`config.mk`:
```
export PLATFORM = sky130hd
export DESIGN_NAME = bayer_mosaic
export DESIGN_NICKNAME = d
export VERILOG_FILES = /design/src/rtl/bayer_mosaic_pkg.sv /design/src/rtl/bayer_mosaic_pos_counter.sv /design/src/rtl/bayer_mosaic.sv
export SDC_FILE = /design/constraint.sdc
export NUM_CORES = 1
export LEC_CHECK = 0
export BUFFER_PORTS_ARGS = -buffer_cell sky130_fd_sc_hd__buf_2
export CORE_ASPECT_RATIO = 2
export CORE_MARGIN = 5
export CORE_UTILIZATION = 45
export DETAILED_ROUTE_END_ITERATION = 12
export HOLD_SLACK_MARGIN = 0.12
export SYNTH_ARGS = -nofsm -noshare
export SYNTH_HDL_FRONTEND = slang
export SYNTH_SLANG_ARGS = --single-unit
export TNS_END_PERCENT = 10
```
`constraint.sdc`:
```
create_clock -name clock -period 2.39 [get_ports clock]
set_input_delay 0.3585 -clock clock [delete_from_list [all_inputs] [get_ports clock]]
set_output_delay 0.3585 -clock clock [all_outputs]
set_load 0.1 [all_outputs]
```
`src/rtl/bayer_mosaic_pkg.sv`:
```
// Shared definitions for the RGB-to-Bayer mosaic stage: channel encoding,
// address width, default frame geometry and the colour-filter lookup.
package bayer_mosaic_pkg;

  typedef enum logic [1:0] {
    CH_R = 2'd0,
    CH_G = 2'd1,
    CH_B = 2'd2
  } bayer_ch_e;

  localparam int ADDR_W     = 19;
  localparam int DEF_SIZE_X = 10;
  localparam int DEF_SIZE_Y = 10;

  // One raw beat as it sits in the output register or the skid entry.
  typedef struct packed {
    logic [7:0]        raw;
    logic [ADDR_W-1:0] addr;
    logic              sof;
    logic              eol;
    logic              last;
  } raw_beat_t;

  // Filter colour for a pixel whose phase-adjusted parities are (px, py).
  function automatic bayer_ch_e bayer_channel(input logic px, input logic py);
    bayer_ch_e ch;
    unique case ({py, px})
      2'b00:   ch = CH_G;
      2'b01:   ch = CH_B;
      2'b10:   ch = CH_R;
      default: ch = CH_G;
    endcase
    return ch;
  endfunction

endpackage

```
`src/rtl/bayer_mosaic_pos_counter.sv`:
```
// Pixel position tracker: tags each accepted beat with its column/row parity,
// linear address and line/frame markers, and resynchronises on start-of-frame.
module bayer_pos_counter
  import bayer_mosaic_pkg::*;
#(
  parameter int size_x = DEF_SIZE_X,
  parameter int size_y = DEF_SIZE_Y
) (
  input  logic              clock,
  input  logic              reset,
  input  logic              i_adv,
  input  logic              i_sof,
  output logic              o_px,
  output logic              o_py,
  output logic [ADDR_W-1:0] o_addr,
  output logic              o_sof,
  output logic              o_eol,
  output logic              o_last,
  output logic              o_sof_err
);

  localparam int XW = (size_x > 1) ? $clog2(size_x) : 1;
  localparam int YW = (size_y > 1) ? $clog2(size_y) : 1;

  logic [XW-1:0]     r_cx;
  logic [YW-1:0]     r_cy;
  logic [ADDR_W-1:0] r_addr;
  logic              r_sof_err;

  logic [XW-1:0]     w_tx;
  logic [YW-1:0]     w_ty;
  logic [ADDR_W-1:0] w_taddr;
  logic              w_eol;
  logic              w_last;
  logic              w_at_origin;

  // A start-of-frame beat is forced to (0,0) regardless of where the counters were.
  assign w_tx        = i_sof ? '0 : r_cx;
  assign w_ty        = i_sof ? '0 : r_cy;
  assign w_taddr     = i_sof ? '0 : r_addr;
  assign w_eol       = (w_tx == XW'(size_x - 1));
  assign w_last      = w_eol && (w_ty == YW'(size_y - 1));
  assign w_at_origin = (r_cx == '0) && (r_cy == '0);

  // NOTE: sequential state uses non-blocking assignments so every flop samples pre-edge values.
  always_ff @(posedge clock or negedge reset) begin
    if (!reset) begin
      r_cx      <= '0;
      r_cy      <= '0;
      r_addr    <= '0;
      r_sof_err <= 1'b0;
    end else if (i_adv) begin
      if (w_last) begin
        r_cx   <= '0;
        r_cy   <= '0;
        r_addr <= '0;
      end else if (w_eol) begin
        r_cx   <= '0;
        r_cy   <= w_ty + YW'(1);
        r_addr <= w_taddr + ADDR_W'(1);
      end else begin
        r_cx   <= w_tx + XW'(1);
        r_cy   <= w_ty;
        r_addr <= w_taddr + ADDR_W'(1);
      end
      if (i_sof && !w_at_origin) r_sof_err <= 1'b1;
    end
  end

  assign o_px      = w_tx[0];
  assign o_py      = w_ty[0];
  assign o_addr    = w_taddr;
  assign o_sof     = (w_tx == '0) && (w_ty == '0);
  assign o_eol     = w_eol;
  assign o_last    = w_last;
  assign o_sof_err = r_sof_err;

endmodule

```
`src/rtl/bayer_mosaic.sv`:
```
// RGB stream to single-channel Bayer raw stream, with an output register
// backed by a one-entry skid buffer so in_ready is fully registered.
module bayer_mosaic
  import bayer_mosaic_pkg::*;
#(
  parameter int         size_x = DEF_SIZE_X,
  parameter int         size_y = DEF_SIZE_Y,
  parameter logic [1:0] PHASE  = 2'd0
) (
  input  logic              clock,
  input  logic              reset,
  input  logic              in_valid,
  output logic              in_ready,
  input  logic              in_sof,
  input  logic [7:0]        red,
  input  logic [7:0]        green,
  input  logic [7:0]        blue,
  output logic              out_valid,
  input  logic              out_ready,
  output logic [7:0]        raw,
  output logic [ADDR_W-1:0] address_out,
  output logic              out_sof,
  output logic              out_eol,
  output logic              frame_done,
  output logic              sof_err
);

  logic      r_in_ready;
  logic      r_out_valid;
  logic      r_skid_full;
  raw_beat_t r_out;
  raw_beat_t r_skid;

  logic              w_accept;
  logic              w_out_free;
  logic              w_skid_next;
  logic              w_px;
  logic              w_py;
  logic [ADDR_W-1:0] w_addr;
  logic              w_sof;
  logic              w_eol;
  logic              w_last;
  raw_beat_t         w_beat;

  assign w_accept   = in_valid && r_in_ready;
  assign w_out_free = !r_out_valid || out_ready;

  bayer_pos_counter #(
    .size_x (size_x),
    .size_y (size_y)
  ) u_pos (
    .clock     (clock),
    .reset     (reset),
    .i_adv     (w_accept),
    .i_sof     (in_sof),
    .o_px      (w_px),
    .o_py      (w_py),
    .o_addr    (w_addr),
    .o_sof     (w_sof),
    .o_eol     (w_eol),
    .o_last    (w_last),
    .o_sof_err (sof_err)
  );

  // NOTE: every combinational output gets a default first so no latch is inferred.
  always_comb begin
    w_beat      = '0;
    w_beat.addr = w_addr;
    w_beat.sof  = w_sof;
    w_beat.eol  = w_eol;
    w_beat.last = w_last;
    unique case (bayer_channel(w_px ^ PHASE[0], w_py ^ PHASE[1]))
      CH_R:    w_beat.raw = red;
      CH_B:    w_beat.raw = blue;
      default: w_beat.raw = green;
    endcase
  end

  // Skid occupancy after this edge; in_ready is its registered complement.
  always_comb begin
    w_skid_next = r_skid_full;
    if (w_out_free) begin
      if (r_skid_full && !w_accept) w_skid_next = 1'b0;
    end else if (w_accept) begin
      w_skid_next = 1'b1;
    end
  end

  // NOTE: payload registers are reset too, because raw/address_out must read 0 during reset.
  always_ff @(posedge clock or negedge reset) begin
    if (!reset) begin
      r_in_ready  <= 1'b0;
      r_out_valid <= 1'b0;
      r_skid_full <= 1'b0;
      r_out       <= '0;
      r_skid      <= '0;
    end else begin
      if (w_out_free) begin
        if (r_skid_full) begin
          r_out       <= r_skid;
          r_out_valid <= 1'b1;
          if (w_accept) r_skid <= w_beat;
        end else begin
          r_out_valid <= w_accept;
          if (w_accept) r_out <= w_beat;
        end
      end else if (w_accept) begin
        r_skid <= w_beat;
      end
      r_skid_full <= w_skid_next;
      r_in_ready  <= !w_skid_next;
    end
  end

  assign in_ready    = r_in_ready;
  assign out_valid   = r_out_valid;
  assign raw         = r_out.raw;
  assign address_out = r_out.addr;
  assign out_sof     = r_out.sof;
  assign out_eol     = r_out.eol;
  assign frame_done  = r_out_valid && out_ready && r_out.last;

endmodule
```
==> results.py, run 1 <==
metrics = {
    "synth": {
        "yosysTopAreaCell": "dfrtp_1",
        "synth_edf_count": 0,
        "synth_nets": 568,
        "ys.flop_type": "dfrtp_1",
        "ys_warn_count": 0,
        "syn_inst": 530,
        "netlist_area_um2": 4730,
        "synthDistinctLibCells": 50,
        "synth-seq-cells": 91,
        "synthTopCellsByCount": "dfrtp_1 (91), nand2_1 (91), o21ai_0 (84)",
        "async_reset_ff_share_pct": 100,
        "yosys-top-cells-area": "dfrtp_1 (48%), o21ai_0 (8.9%), nand2_1 (7.2%)",
        "seq_area_frac_synth_pct": 48.1,
        "synth_top_area_share_pct": 48.1,
        "avgSynthCellArea_um2": 8.93,
    },
    "placement": {
        "place.gp.congestion": 0.894,
        "placedCellCount": 688,
        "portBuffers": 61,
        "hpwl_um": 7830,
        "placed_area_um2": 5110,
    },
    "power": {
        "power_uw": 6040,
        "p_leak_uw": 0.00248,
        "power_density_nw_per_um2": 1120,
        "irDropWorstVdd_uv": 732,
    },
    "sta": {
        "slew_headroom_pct": 58.3,
        "period_needed_ns": 2.21,
        "fmax_ghz": 0.453,
        "finalHoldViolations": 0,
        "tightest_slew_ns": 0.626,
        "fin_skew_ns": 0.00635,
        "finalMaxSlewViolations": 0,
        "finalSetupTns_ns": 0,
        "min_period_over_period_pct": 92.4,
        "setup_viol": 0,
        "rsz0062_at_grt": "false",
    },
    "routing": {
        "drtAntennaViolNets": 0,
        "drcViolationCount": 0,
        "viasPerCell": 5.37,
        "drt_iter0_markers": 150,
        "wl_um": 10800,
        "wl_per_cell_um": 15.3,
        "drtPass1Iterations": 4,
        "vias": 3786,
    },
    "global_route": {
        "grt_pass1_wl_um": 18100,
        "grt_usage_pct": 18.2,
        "grt_pass1_vias": 3713,
        "grt_max_degree": 52,
        "grt_remaining_overflow": 0,
        "antenna_found_initial": 0,
    },
    "clock_network": {
        "clk_pin_slew_ns": 0.07,
        "insertion_delay_ns": 0.34,
        "clock_sinks": 91,
        "cts-buffers-inserted": 9,
        "root_buffer": "clkbuf_16",
        "clock_path_buffers": 2,
        "cts_tree": "yes",
        "h-tree-depth": 3,
    },
    "critical_path": {
        "worstSetupStartpointType": "flop",
        "r2r_setup_slack_ns": 0.18,
        "critPathArrivalTime_ns": 2.41,
        "endpoint_kind": "flop",
        "r2r-end": "u_pos.r_addr[18]",
        "cp_max_fo": 5,
        "worstPathRequired_ns": 2.59,
        "crit_type": "reg2reg",
        "worstSetupStartpoint": "u_pos.r_addr[1]",
        "reg2reg_depth": 7,
        "r2r-start": "u_pos.r_addr[1]",
    },
    "finish": {
        "seq_area_um2": 2280,
        "final_core_util_pct": 52.0,
        "syn_to_final_growth_pct": 14.3,
        "fin_cells": 705,
        "nFillCells": 954,
        "fin_nets": 601,
        "drive_gt1_share_pct": 20.8,
        "fin_area_um2": 5410,
        "n_antenna_cell": 0,
        "multi_input_area_um2": 2110,
    },
    "min_path": {
        "whs_path_depth": 2,
        "min_to": "u_pos.r_cx[3]",
        "hp-start": "in_sof",
        "hold_class": "in2reg",
    },
    "floorplan": {
        "start_util_pct": 45.5,
        "ioPinCount": 62,
        "rows": 53,
        "die-area_um2": 12800,
        "coreArea_um2": 10400,
        "fp.dieH_um": 155,
        "die_w_um": 82.5,
    },
    "job": {
        "maxCapViolCount": 0,
    },
    "outcome": {
        "outcome": "finished, final reports clean",
    },
}
[critical path, cell delays in order (launching register included)]
cell,delay [ns]
dfrtp_1,0.41
nand2b_1,0.10
inv_1,0.07
ha_2,0.18
nand3_2,0.14
or4_1,0.56
or2_0,0.22
o311ai_0,0.40
[metrics by stage]
| stage | hold slack, ns | worst slack [ns] |
|---|---|---|
| floorplan | 0.0629 | 0.00587 |
| global placement | 0.403 | -0.00405 |
| detailed placement | 0.410 | -0.202 |
| CTS | 0.341 | 0.0340 |
| global route | 0.368 | 0.0446 |
| finish | 0.364 | 0.181 |
[registers in the layout, indices dropped and copies added (netlist names)]
register and flops:
r_skid 30, address_out 19, u_pos.r_addr 19, raw 8
u_pos.r_cx 4, u_pos.r_cy 4, in_ready 1, out_eol 1
out_sof 1, out_valid 1, r_out 1, r_skid_full 1
u_pos.o_sof_err 1
[timing repair]
item | in CTS | in global routing
hold buffers | 1 | 0
buffers inserted | 0 | 0
endpoints found under the hold margin | 43 | 0
setup endpoints to repair | 0 | 12
gates resized for setup | 0 | 1
[report_power, final]
group	switching, µW	internal [µW]	total [µW]
Clock	618	743	1360
Combinational	1890	647	2540
Sequential	274	1860	2140
[cells in the final DEF (no fill, tap or decap), types with 2 or more instances in the layout]
| master | n |
|---|---|
| and4b_1 | 2 |
| o21ai_0 | 84 |
| nor3_1 | 5 |
| inv_6 | 2 |
| and3_1 | 3 |
| inv_1 | 15 |
| a21oi_1 | 28 |
| or4_1 | 6 |
| o211ai_1 | 7 |
| nand4bb_1 | 2 |
| nand2b_1 | 19 |
| buf_12 | 3 |
| nand4b_1 | 2 |
| xnor2_1 | 2 |
| nand2_1 | 91 |
| nor4bb_1 | 2 |
| a221o_1 | 8 |
| nor4_1 | 2 |
| a211oi_1 | 2 |
| o21ai_4 | 2 |
| o21ai_1 | 3 |
| a22o_1 | 5 |
| buf_4 | 19 |
| clkbuf_16 | 9 |
| ha_1 | 8 |
| and2_1 | 2 |
| mux2_2 | 10 |
| or3_1 | 5 |
| buf_2 | 60 |
| nand4_1 | 4 |
| nor2_1 | 23 |
| dfrtp_1 | 90 |
| nand3_1 | 10 |
| clkinv_4 | 2 |
| o31ai_1 | 4 |
[logic make-up (layout without fill, tap and decap cells)]
family,count (synthesis),count (layout),synth area share (%)
AO/OA/AOI/OAI,155,155,19.1
flip-flops,91,91,48.1
buffers and inverters,76,114,8.19
adder cells (fa/ha/maj),9,9,2.38
AND/OR/NAND/NOR,186,186,19.2
multiplexers,11,11,2.59
XOR/XNOR,2,2,0.370
[final cells by class]
| cell class | instances | area share [%] |
|---|---|---|
| clock inverter | 6 | 0.878 |
| clock buffer | 10 | 4.42 |
| multi-input combinational | 363 | 38.9 |
| timing repair buffer | 83 | 9.48 |
| sequential | 91 | 42.1 |
| inverter | 15 | 1.04 |
| tap | 137 | 3.17 |
[worst max-delay path by stage]
stage	endpoint	slack, ns	depth (start not counted)
after floorplan	u_pos.r_addr[14]	0.006	9
after global placement	u_pos.r_addr[18]	-0.004	9
after detailed placement	u_pos.r_addr[18]	-0.20	9
after CTS	u_pos.r_addr[18]	0.03	7
after global routing	u_pos.r_addr[18]	0.04	7
final	u_pos.r_addr[18]	0.18	7
[routing by layer]
metal  track usage [%]  up-vias  wire length, µm
met5                 0        -                0
met1              22.0     1776             4460
met3              3.59       30              352
met2              29.7       78             5560
li1                  -     1902                -
met4              9.59        0              416
No activity file was read; power rests on OpenSTA's default activity.
==> inputs of run 2 (changes only) <==
--- a/config.mk
+++ b/config.mk
@@ -5,6 +5,7 @@
 export SDC_FILE = /design/constraint.sdc
 export NUM_CORES = 1
 export LEC_CHECK = 0
+export ABC_AREA = 1
 export BUFFER_PORTS_ARGS = -buffer_cell sky130_fd_sc_hd__buf_2
 export CORE_ASPECT_RATIO = 2
 export CORE_MARGIN = 5
==> run 2 against run 1 <==
Effect of this change:
- cell area is 0.23% lower
- first-iteration DRC count is 51% higher
- highest routed layer unchanged
- combinational power is 52% higher
- largest cell class unchanged
==> results.py, run 2 <==
metrics = {
    "outcome": {
        "outcome": "finished, final reports clean",
    },
    "routing": {
        "viasPerCell": 5.08,
        "drtAntennaViolNets": 0,
        "wl_per_cell_um": 14.3,
        "drt_iter0_markers": 227,
        "wl_um": 11400,
        "drcViolationCount": 0,
        "drtPass1Iterations": 4,
        "vias": 4058,
    },
    "critical_path": {
        "critical_path.top_delay_family": "adder cells",
        "critPathArrivalTime_ns": 2.11,
        "crit_type": "reg2reg",
        "cpPeakStageDelay_ns": 0.42,
        "r2r-start": "u_pos.r_cx[0]",
        "worstPathRequired_ns": 2.64,
        "slowest_stage": "ha_1",
        "crit_chain": "inv_1 > nor2_1 > inv_1 > ha_1 > inv_1 > nor2_1 > a21oi_1 > nand2_1 > a21oi_1",
        "r2r-end": "raw[7]",
        "cp_max_fo": 9,
        "endpoint_kind": "flop",
        "worstSetupStartpointType": "flop",
        "cpMostUsedCell": "inv_1",
        "reg2reg_depth": 9,
        "r2r_setup_slack_ns": 0.53,
        "critPathBufInv": 3,
    },
    "sta": {
        "finalSetupTns_ns": 0,
        "finalHoldViolations": 0,
        "fmax_ghz": 0.538,
        "period_needed_ns": 1.86,
        "slew_headroom_pct": 22.5,
        "setup_viol": 0,
        "finalMaxSlewViolations": 0,
        "tightest_slew_ns": 1.16,
        "fin_skew_ns": 0.00965,
        "min_period_over_period_pct": 77.8,
        "rsz0062_at_grt": "false",
    },
    "synth": {
        "synth.most_common_cell": "nand2_1",
        "synthDistinctLibCells": 30,
        "synth_top_area_share_pct": 46.9,
        "synth_nets": 665,
        "synth_edf_count": 0,
        "seq_area_frac_synth_pct": 46.9,
        "avgSynthCellArea_um2": 7.74,
        "netlist_area_um2": 4850,
        "yosysTopAreaCell": "dfrtp_1",
        "ys_warn_count": 0,
        "ys.flop_type": "dfrtp_1",
        "synth-seq-cells": 91,
        "yosys-top-cells-area": "dfrtp_1 (47%), nand2_1 (14%), nor2_1 (4.7%)",
        "synthTopCellsByCount": "nand2_1 (179), dfrtp_1 (91), nor2_1 (61)",
        "async_reset_ff_share_pct": 100,
        "syn_inst": 627,
    },
    "power": {
        "p_leak_uw": 0.00263,
        "power_density_nw_per_um2": 1380,
        "irDropWorstVdd_uv": 920,
        "power_uw": 7460,
    },
    "global_route": {
        "grt_usage_pct": 18.1,
        "grt_max_degree": 43,
        "grt_remaining_overflow": 0,
        "antenna_found_initial": 0,
        "grt_pass1_wl_um": 19300,
        "grt_pass1_vias": 3977,
    },
    "finish": {
        "syn_to_final_growth_pct": 11.3,
        "fin_nets": 695,
        "seq_area_um2": 2280,
        "final_common_cell": "nand2_1",
        "registers.top_by_ff_count": "r_skid",
        "n_antenna_cell": 0,
        "drive_gt1_share_pct": 17.4,
        "multi_input_area_um2": 2010,
        "final_cell_mix": "nand2_1 (179), dfrtp_1 (91), nor2_1 (61)",
        "nFillCells": 1038,
        "largest_reg_flops": 30,
    },
    "clock_network": {
        "clk_pin_slew_ns": 0.07,
        "cts_resized": 0,
        "cts_tree": "yes",
        "insertion_delay_ns": 0.34,
        "post_cts_buffers": 0,
        "holdBufCountCts": 1,
        "clock_path_buffers": 2,
        "clock_sinks": 91,
        "cts-buffers-inserted": 9,
        "root_buffer": "clkbuf_16",
        "h-tree-depth": 3,
    },
    "min_path": {
        "whs_path_depth": 4,
        "hp-start": "out_ready",
        "min_to": "out_valid",
        "hold_class": "in2reg",
    },
    "placement": {
        "portBuffers": 61,
        "place.gp.congestion": 0.881,
        "hpwl_um": 8450,
    },
    "job": {
        "maxCapViolCount": 0,
    },
    "floorplan": {
        "ioPinCount": 62,
        "rows": 53,
        "coreArea_um2": 10500,
        "die_w_um": 83.4,
        "start_util_pct": 46.0,
        "fp.dieH_um": 157,
        "die-area_um2": 13100,
    },
}
## run 2: cell count changes after synthesis, moves of 7 or more
cell / before / now
nand2_1: 91 / 179
o21ai_0: 84 / 43
nor2_1: 23 / 61
inv_1: 15 / 52
nand3_1: 11 / 31
nand2b_1: 19 / 0
a31oi_1: 1 / 18
clkbuf_1: 30 / 13
mux2_2: 10 / 0
buf_2: 1 / 10
nand2_2: 0 / 9
a221o_1: 8 / 0
o22ai_1: 1 / 8
or4_1: 7 / 0
## run 2: stage by stage
step	utilization, %	worst slack [ns]	instance area [µm²]	cells	hold slack (ns)
after CTS	51.2	0.503	5400	799	0.325
after global placement	48.3	0.302	5090	782	0.302
after global routing	51.2	0.286	5400	799	0.352
after floorplan	-	0.199	4850	627	0.0629
after detailed placement	48.3	0.284	5090	782	0.307
final	51.2	0.530	5400	799	0.335
## run 2: worst max-delay path by stage
| stage | start | endpoint | slack, ns | depth (start not counted) |
|---|---|---|---|---|
| floorplan | out_valid | frame_done | 0.20 | 1 |
| global placement | in_sof | u_pos.r_addr[5] | 0.30 | 9 |
| detailed placement | in_sof | u_pos.r_cy[2] | 0.28 | 9 |
| CTS | u_pos.r_cx[0] | raw[3] | 0.50 | 9 |
| global route | out_valid | address_out[16] | 0.29 | 7 |
| finish | u_pos.r_cx[0] | raw[7] | 0.53 | 9 |
## run 2: area by class of cell
type,instances,share of cell area [%]
flip-flops and latches,91,42.2
inverters,59,4.19
well taps,137,3.17
multi-input cells,422,37.2
repair buffers,74,7.78
clock buffers,11,4.31
clock inverters,5,1.16
## run 2: tightest hold or removal path, cell delays in order
cell and delay [ns]:
buf_2 0.08, nor2_1 0.06, inv_2 0.08, nand2_1 0.05
## run 2: power by group
part / internal, µW / switching (µW)
clock network: 817 / 588
registers: 1990 / 218
logic: 688 / 3170
## run 2: routing by layer
layer	vias up	GRT usage, %	part of all wire (%)
met5	-	0	0
li1	2044	-	-
met3	16	3.06	4.2
met2	99	31.9	50
met4	0	6.21	2.0
met1	1899	22.3	43
## run 2: kinds of logic (layout without fill, tap and decap cells)
family / Yosys count / in the layout / share of synthesized area (%)
flip-flops: 91 / 91 / 46.9
buffers and inverters: 114 / 149 / 11.7
adder cells (fa/ha/maj): 9 / 9 / 2.32
XOR/XNOR: 5 / 5 / 0.902
AND/OR/NAND/NOR: 297 / 297 / 25.7
AO/OA/AOI/OAI: 111 / 111 / 12.5
